==> config.mk <==
export PLATFORM = sky130hd
export DESIGN_NAME = uart_cmd_ctrl
export DESIGN_NICKNAME = d
export VERILOG_FILES = /design/src/rtl/uart_cmd_ctrl.sv
export SDC_FILE = /design/constraint.sdc
export NUM_CORES = 1
export LEC_CHECK = 0
export ABC_AREA = 1
export CAP_MARGIN = 5
export CORE_MARGIN = 4
export CORE_UTILIZATION = 50
export CTS_BUF_LIST = sky130_fd_sc_hd__clkbuf_8
export DETAILED_ROUTE_END_ITERATION = 12
export PLACE_DENSITY = 0.74
export SLEW_MARGIN = 20
export SYNTH_ARGS = -nofsm -noshare
export SYNTH_HDL_FRONTEND = slang
export SYNTH_SLANG_ARGS = --single-unit
==> constraint.sdc <==
create_clock -name clk -period 3.3 [get_ports clk]
set_input_delay 0.495 -clock clk [delete_from_list [all_inputs] [get_ports clk]]
set_output_delay 0.495 -clock clk [all_outputs]
set_load 0.1 [all_outputs]
==> src/rtl/uart_cmd_ctrl.sv <==
// Command sequencer: parses UART write/read frames, drives one register-bus cycle per frame
// and returns a single reply byte through uart_tx.
module uart_cmd_ctrl #(
  parameter int unsigned AW          = 8,
  parameter int unsigned TIMEOUT     = 4096,
  parameter int unsigned ACK_TIMEOUT = 255
) (
  input  logic          clk,
  input  logic          reset,
  input  logic          rx_ready,
  input  logic [7:0]    rx_data,
  output logic          tx_start,
  output logic [7:0]    tx_data,
  input  logic          tx_busy,
  output logic [AW-1:0] bus_addr,
  output logic [7:0]    bus_wdata,
  output logic          bus_we,
  output logic          bus_re,
  input  logic [7:0]    bus_rdata,
  input  logic          bus_ack,
  output logic          error
);

  localparam int unsigned TW   = $clog2(TIMEOUT + 1);
  localparam int unsigned AckW = $clog2(ACK_TIMEOUT + 1);

  localparam logic [7:0] OpWrite  = 8'h57;
  localparam logic [7:0] OpRead   = 8'h52;
  localparam logic [7:0] RspAck   = 8'h4B;
  localparam logic [7:0] RspBadOp = 8'h3F;
  localparam logic [7:0] RspBusTo = 8'hEE;

  typedef enum logic [2:0] {
    StIdle, StGetAddr, StGetData, StBusWr, StBusRd, StSend, StSendWait
  } state_e;

  state_e          state_q;
  logic            is_write_q;
  logic [TW-1:0]   idle_cnt_q;
  logic [AckW-1:0] ack_cnt_q;
  logic            skip_q;

  always_ff @(posedge clk) begin
    if (reset) begin
      state_q    <= StIdle;
      is_write_q <= 1'b0;
      idle_cnt_q <= '0;
      ack_cnt_q  <= '0;
      skip_q     <= 1'b0;
      tx_start   <= 1'b0;
      tx_data    <= '0;
      bus_addr   <= '0;
      bus_wdata  <= '0;
      bus_we     <= 1'b0;
      bus_re     <= 1'b0;
      error      <= 1'b0;
    end else begin
      tx_start <= 1'b0;
      error    <= 1'b0;
      case (state_q)
        StIdle: begin
          if (rx_ready) begin
            if (rx_data == OpWrite || rx_data == OpRead) begin
              is_write_q <= (rx_data == OpWrite);
              idle_cnt_q <= '0;
              state_q    <= StGetAddr;
            end else begin
              tx_data <= RspBadOp;
              error   <= 1'b1;
              state_q <= StSend;
            end
          end
        end
        StGetAddr: begin
          // A byte arriving on the expiry cycle takes priority over the timeout.
          if (rx_ready) begin
            bus_addr   <= rx_data[AW-1:0];
            idle_cnt_q <= '0;
            ack_cnt_q  <= '0;
            if (is_write_q) begin
              state_q <= StGetData;
            end else begin
              bus_re  <= 1'b1;
              state_q <= StBusRd;
            end
          end else if (idle_cnt_q == TW'(TIMEOUT - 1)) begin
            error      <= 1'b1;
            idle_cnt_q <= '0;
            state_q    <= StIdle;
          end else begin
            idle_cnt_q <= idle_cnt_q + TW'(1);
          end
        end
        StGetData: begin
          if (rx_ready) begin
            bus_wdata  <= rx_data;
            bus_we     <= 1'b1;
            idle_cnt_q <= '0;
            ack_cnt_q  <= '0;
            state_q    <= StBusWr;
          end else if (idle_cnt_q == TW'(TIMEOUT - 1)) begin
            error      <= 1'b1;
            idle_cnt_q <= '0;
            state_q    <= StIdle;
          end else begin
            idle_cnt_q <= idle_cnt_q + TW'(1);
          end
        end
        StBusWr, StBusRd: begin
          if (rx_ready) error <= 1'b1;
          // Ack is checked first so it wins over a coincident timeout.
          if (bus_ack) begin
            bus_we    <= 1'b0;
            bus_re    <= 1'b0;
            tx_data   <= (state_q == StBusWr) ? RspAck : bus_rdata;
            ack_cnt_q <= '0;
            state_q   <= StSend;
          end else if (ack_cnt_q == AckW'(ACK_TIMEOUT - 1)) begin
            bus_we    <= 1'b0;
            bus_re    <= 1'b0;
            error     <= 1'b1;
            tx_data   <= RspBusTo;
            ack_cnt_q <= '0;
            state_q   <= StSend;
          end else begin
            ack_cnt_q <= ack_cnt_q + AckW'(1);
          end
        end
        StSend: begin
          if (rx_ready) error <= 1'b1;
          if (!tx_busy) begin
            tx_start <= 1'b1;
            skip_q   <= 1'b1;
            state_q  <= StSendWait;
          end
        end
        StSendWait: begin
          if (rx_ready) error <= 1'b1;
          // tx_busy may lag tx_start by a cycle, so the first cycle is ignored.
          if (skip_q) begin
            skip_q <= 1'b0;
          end else if (!tx_busy) begin
            state_q <= StIdle;
          end
        end
        default: state_q <= StIdle;
      endcase
    end
  end

endmodule

=== Word-level counts from Yosys, hierarchy flattened ===
Index checks and enable logic that the tools add are counted.

* Bits in registers: 54
* Latch bits: 0
* Bits in writable memories: 0
* Bits in read-only memories: 0
* Input bits: 21
* Word-level logic and storage cells: 103
* Memories kept: 0

* Add/subtract/negate cells: 2
* $mul: 0
* Div/mod/pow operators: 0
* Order comparisons: 0
* Eq/ne operators: 21
* Shift-type cells: 0
* Muxes and demuxes: 45
* Bitwise gates (word level): 1
* Reductions and logical operators: 22

{| class="wikitable"
|+ Operator list
! operator !! number
|-
| two-way mux 8 bit || 8
|-
| two-way mux 13 bit || 4
|-
| two-way mux 3 bit || 11
|-
| one-hot mux 8 bit (2 select lines) || 2
|-
| one-hot mux 13 bit (2 select lines) || 1
|-
| != test 2 bit, second input constant || 9
|-
| one-hot mux 3 bit (6 select lines) || 1
|-
| == test 8 x 7 -> 1 bit, second input constant || 2
|-
| two-way mux 1 bit || 14
|-
| adder 13 x 1 -> 13 bit, second input constant || 1
|-
| == test 13 x 12 -> 1 bit, second input constant || 1
|-
| nonzero test 2 bit || 6
|-
| == test 3 bit, second input constant || 3
|-
| AND reduction 3 bit || 3
|-
| adder 8 x 1 -> 8 bit, second input constant || 1
|-
| == test 8 bit, second input constant || 1
|-
| AND reduction 2 bit || 4
|-
| AND reduction 4 bit || 2
|-
| OR reduction 2 bit || 4
|-
| == test 3 x 2 -> 1 bit, second input constant || 2
|-
| one-hot mux 1 bit (2 select lines) || 3
|-
| AND reduction 5 bit || 1
|-
| one-hot mux 1 bit (4 select lines) || 1
|-
| == test 3 x 1 -> 1 bit, second input constant || 1
|-
| other kinds (5) || 5
|}

=== Longest topological paths before layout ===
* Depth after elaboration: 5
* Gate-level depth with buffers: 12
* Depth with buffers taken out: 11

=== Worst setup path before layout ===
Ideal clock, no wire load.

* Kind: in2reg
* Start point: in rx_data[1]
* End point: reg tx_data[6]
* Arrival: 1.450 ns
* Required time: 3.229 ns
* Path slack: 1.779 ns
* Cell stages on the path: 9
* Buffers on the path: 1
* Cells stage by stage: inv_1 -> nor2_1 -> o21ai_0 -> o21ai_1 -> buf_2 -> nand2_1 -> nand2_1 -> nand2_1 -> a21oi_1

* Word-level cells in the longest chain between the ends: 4

{| class="wikitable"
|+ Ends and longest elaborated chain
! what !! RTL line !! RTL
|-
| start: declaration || 11 || <nowiki>input logic [7:0] rx_data,</nowiki>
|-
| == test 8 x 7 -> 1 bit || 63 || <nowiki>if (rx_data == OpWrite || rx_data == OpRead) begin</nowiki>
|-
| logical OR 1 bit * || 63 ||
|-
| != test 2 bit (no line) * || -- ||
|-
| AND reduction 4 bit (no line) * || -- ||
|-
| end signal: assignment || 68 || <nowiki>tx_data <= RspBadOp;</nowiki>
|-
| end signal: assignment || 115 || <nowiki>tx_data <= (state_q == StBusWr) ? RspAck : bus_rdata;</nowiki>
|-
| end signal: assignment || 122 || <nowiki>tx_data <= RspBusTo;</nowiki>
|-
| end: declaration || 13 || <nowiki>output logic [7:0] tx_data,</nowiki>
|}

Mark *: on every way between the ends. The rest lies on a longest branch, timed or not.
A chain may end at the register's enable or synchronous reset.

=== Worst setup path after layout ===
* Start point: in rx_ready
* End point: reg bus_wdata[7]

* Word-level cells in the longest chain between the ends: 1

{| class="wikitable"
|+ Ends and longest elaborated chain
! what !! RTL line !! RTL
|-
| start: declaration || 10 || <nowiki>input logic rx_ready,</nowiki>
|-
| AND reduction 2 bit (no line) || -- ||
|-
| end signal: assignment || 96 || <nowiki>bus_wdata <= rx_data;</nowiki>
|-
| end: declaration || 16 || <nowiki>output logic [7:0] bus_wdata,</nowiki>
|}

No other way between the ends.

==> run_results.csv <==
group,metric,value,unit
status,status,"finished clean",
timing,clock.fmax,432,MHz
setup_path,cpMostUsedCell,"nor2_1",
clocking,htree_levels,2,
hold_path,holdPathEnd,"skip_q$_SDFFE_PP0P_",
setup_path,cp-end-kind,"flip-flop",
setup_path,crit_fanout,14,
timing,max_slew.worst_pin.slew,0.993,ns
die,die_w,81.4,um
setup_path,max_stage_delay,0.62,ns
routing,wl,6310,um
timing,fin_ws,0.984,ns
setup_path,crit_required,3.50,ns
clocking,clk_path_buf_depth,2,
timing,hold_violations,0,
grt,antenna_found_initial,0,
setup_path,cp_data_arrival_time,2.52,ns
routing,wire_per_inst,12.5,um
cells_and_area,final_area,0.00331,sq mm
die,die_y,81.4,um
pwr,clockPowerShare,13.4,%
hold_path,worstHoldStart,"skip_q$_SDFFE_PP0P_",
setup_path,critical_path_class,"in -> reg",
grt,grt_pass1_wl,10600,um
timing,tns,0,ns
die,start_util,52.1,%
routing,antenna_left,0,
cells_and_area,drive_above_1_share,9.66,%
synth,mappedNetlistArea,0.00269,sq mm
routing,vias_per_cell,5.08,
cells_and_area,nNetsFinal,458,
synth,yosysSeqAreaShare,40.1,%
synth,syn_area_per_cell,6.96,sq um
clocking,clock_latency,0.30,ns
synth,ys.flop_type,"dfxtp_1",
synth,synth_cell_types,37,
setup_path,critical_path.cell_chain,"clkdlybuf4s50_1 -> inv_1 -> nor2_1 -> inv_1 -> nor2_1 -> nor2_1",
clocking,cts_root_buf,"clkbuf_8",
synth,synth-edff-count,0,
setup_path,cp_slowest_cell,"nor2_1",
clocking,cts_resized,0,
pwr,powerDensity,832,mW/mm^2
cells_and_area,seqCellArea,0.00108,sq mm
pwr,power_frac_comb,55.1,%
placed_design,preCtsSetupSlack,0.746,ns
setup_path,worstSetupStartpointType,"primary input",
setup_path,reg2reg_depth,6,
placed_design,postPlaceCellArea,0.00322,sq mm
pwr,p_sw,0.00143,W
cells_and_area,fill_cells,469,
timing,relSlewSlack,33.6,%
timing,rsz0062_at_grt,"no",
pwr,internal_power,0.00133,W
die,std_cell_rows,26,
cells_and_area,multiInputGateArea,0.00141,sq mm
clocking,clkTransAtPathRegs,0.09,ns
clocking,cts_hold_buf,0,
grt,grt_overflow,0,
timing,fin_skew,0.00456,ns
cells_and_area,area_growth_syn_to_layout,23.0,%
die,boundaryPins,49,
pwr,ir_drop,0.480,mV
routing,num_vias,2563,
grt,grt_pass1_vias,2338,
clocking,cts_buffers,5,
synth,ys_async_sr_fraction,0,%
synth,syn_inst,387,
setup_path,rr_startpoint,"state_q[2]$_SDFFE_PP0P_",
pwr,power_leakage,1.32,nW
clocking,cts_setup_buffers,0,
synth,yosysWarnings,0,
timing,setup_viol,0,
hold_path,whs_path_depth,2,
timing,fin_crit,2.32,ns
clocking,cts.sinks,54,
synth,synth-seq-cells,54,
placed_design,io_buffers,48,
placed_design,dp_hpwl,4860,um
placed_design,gp_congestion,0.860,
routing,firstDrtPassIters,4,
cells_and_area,n_antenna_cell,0,
pwr,p_total,0.00276,W
routing,drt-initial-drc-count,179,
timing,maxSlewViolCount,0,
pwr,seqPwrFrac,31.5,%
grt,grt_use_total,20.3,%
routing,drc,0,
timing,fin_crit_sh,70.2,%
hold_path,min_path_type,"reg -> reg",
die,die-area,0.00663,sq mm
cells_and_area,final_util,64.1,%
die,core_area,0.00517,sq mm
synth,syn_nets,411,
job,maxCapViolCount,0,
setup_path,rrSetupSlack,1.36,ns
pwr,switching_share,51.8,%
grt,grt_max_degree,26,
clocking,cts_tree,"yes",
setup_path,regToRegEndpoint,"bus_wdata[7]$_SDFFE_PP0P_",
[layout make-up]
cell class,count,area share [%]
sequential,54,32.6
clock inverter,2,0.264
timing repair buffer,50,15.0
clock buffer,6,2.49
inverter,40,4.61
tap,70,2.64
multi-input combinational,283,42.4
[per-layer routing]
layer,share of wire [%],global-route usage (%),up-vias
met2,45,32.7,43
met3,3.6,3.10,9
met1,50,28.0,1162
met5,0,0,-
li1,-,-,1349
met4,1.3,5.57,0
[cell families (layout without fill, tap and decap cells)]
group	after synthesis	in the layout	share of synthesized area, %
fa+ha+maj	3	3	1.39
compound gates	65	65	13.1
xor+xnor	2	2	0.650
buf+inv	50	98	7.71
simple gates	213	213	37.0
flops	54	54	40.1
[synth_stat cells, types with 2 or more instances]
master | number | area [sq um]
a21oi_1 | 34 | 170
a31oi_1 | 2 | 12.5
buf_2 | 2 | 10.0
buf_4 | 2 | 15.0
clkbuf_1 | 5 | 18.8
clkinv_1 | 3 | 11.3
clkinv_2 | 2 | 10.0
dfxtp_1 | 54 | 1080
ha_1 | 3 | 37.5
inv_1 | 29 | 109
inv_2 | 6 | 22.5
nand2_1 | 80 | 300
nand2_2 | 5 | 31.3
nand2_4 | 5 | 56.3
nand3_1 | 20 | 100
nand3_2 | 3 | 30.0
nand3b_1 | 2 | 15.0
nand4_1 | 7 | 43.8
nor2_1 | 62 | 233
nor2_2 | 3 | 18.8
nor3_1 | 18 | 90.1
o21ai_0 | 20 | 100
o21ai_1 | 3 | 15.0
or2_2 | 3 | 18.8
xor2_1 | 2 | 17.5
[through the flow]
step	cells	hold WS [ns]
6_report	505	0.468
4_1_cts	505	0.471
3_3_place_gp	497	0.454
3_5_place_dp	497	0.459
5_1_grt	505	0.502
2_1_floorplan	387	0.440
[placed cells by master (no fill, tap or decap), drive strengths merged, types with 3 or more instances in the layout]
master and instances:
ha 3, or2 4, inv 36, nand2 91
o21ai 24, a21oi 36, nor3 20, nand3 23
clkdlybuf4s50 48, clkinv 6, clkbuf 6, dfxtp 54
nand4 7, nor2 65
[flip-flops by register name, summed over array words and instances, names as in the netlist, 3 cells and up]
| name | cells |
|---|---|
| bus_wdata | 8 |
| bus_addr | 8 |
| idle_cnt_q | 13 |
| state_q | 3 |
| tx_data | 8 |
| ack_cnt_q | 8 |
[power by group through the flow]
stage | registers (W) | clock network [W] | logic, W
floorplan | 0.00139 | 0 | 0.000689
global placement | 0.000875 | 0 | 0.00151
detailed placement | 0.000881 | 0 | 0.00152
CTS | 0.000867 | 0.000381 | 0.00152
global route | 0.000886 | 0.000407 | 0.00163
finish | 0.000867 | 0.000371 | 0.00152
[worst max path at each step]
| stage | slack [ns] | endpoint | start | cells past startpoint |
|---|---|---|---|---|
| floorplan | 1.78 | tx_data[6]$_SDFFE_PP0P_ | rx_data[1] | 9 |
| CTS | 0.98 | bus_addr[6] | bus_addr[6]$_SDFFE_PP0P_ | 1 |
| global route | 0.89 | bus_wdata[7]$_SDFFE_PP0P_ | rx_ready | 6 |
| global placement | 0.77 | bus_wdata[7]$_SDFFE_PP0P_ | rx_ready | 6 |
| detailed placement | 0.75 | bus_wdata[7]$_SDFFE_PP0P_ | rx_ready | 6 |
| finish | 0.98 | bus_wdata[7]$_SDFFE_PP0P_ | rx_ready | 6 |
[critical path: cells and delay by family]
family	cells	cell delay, ns
buf+inv	3	1.15
simple gates	3	0.87
Power figures use the tool's default switching activity.
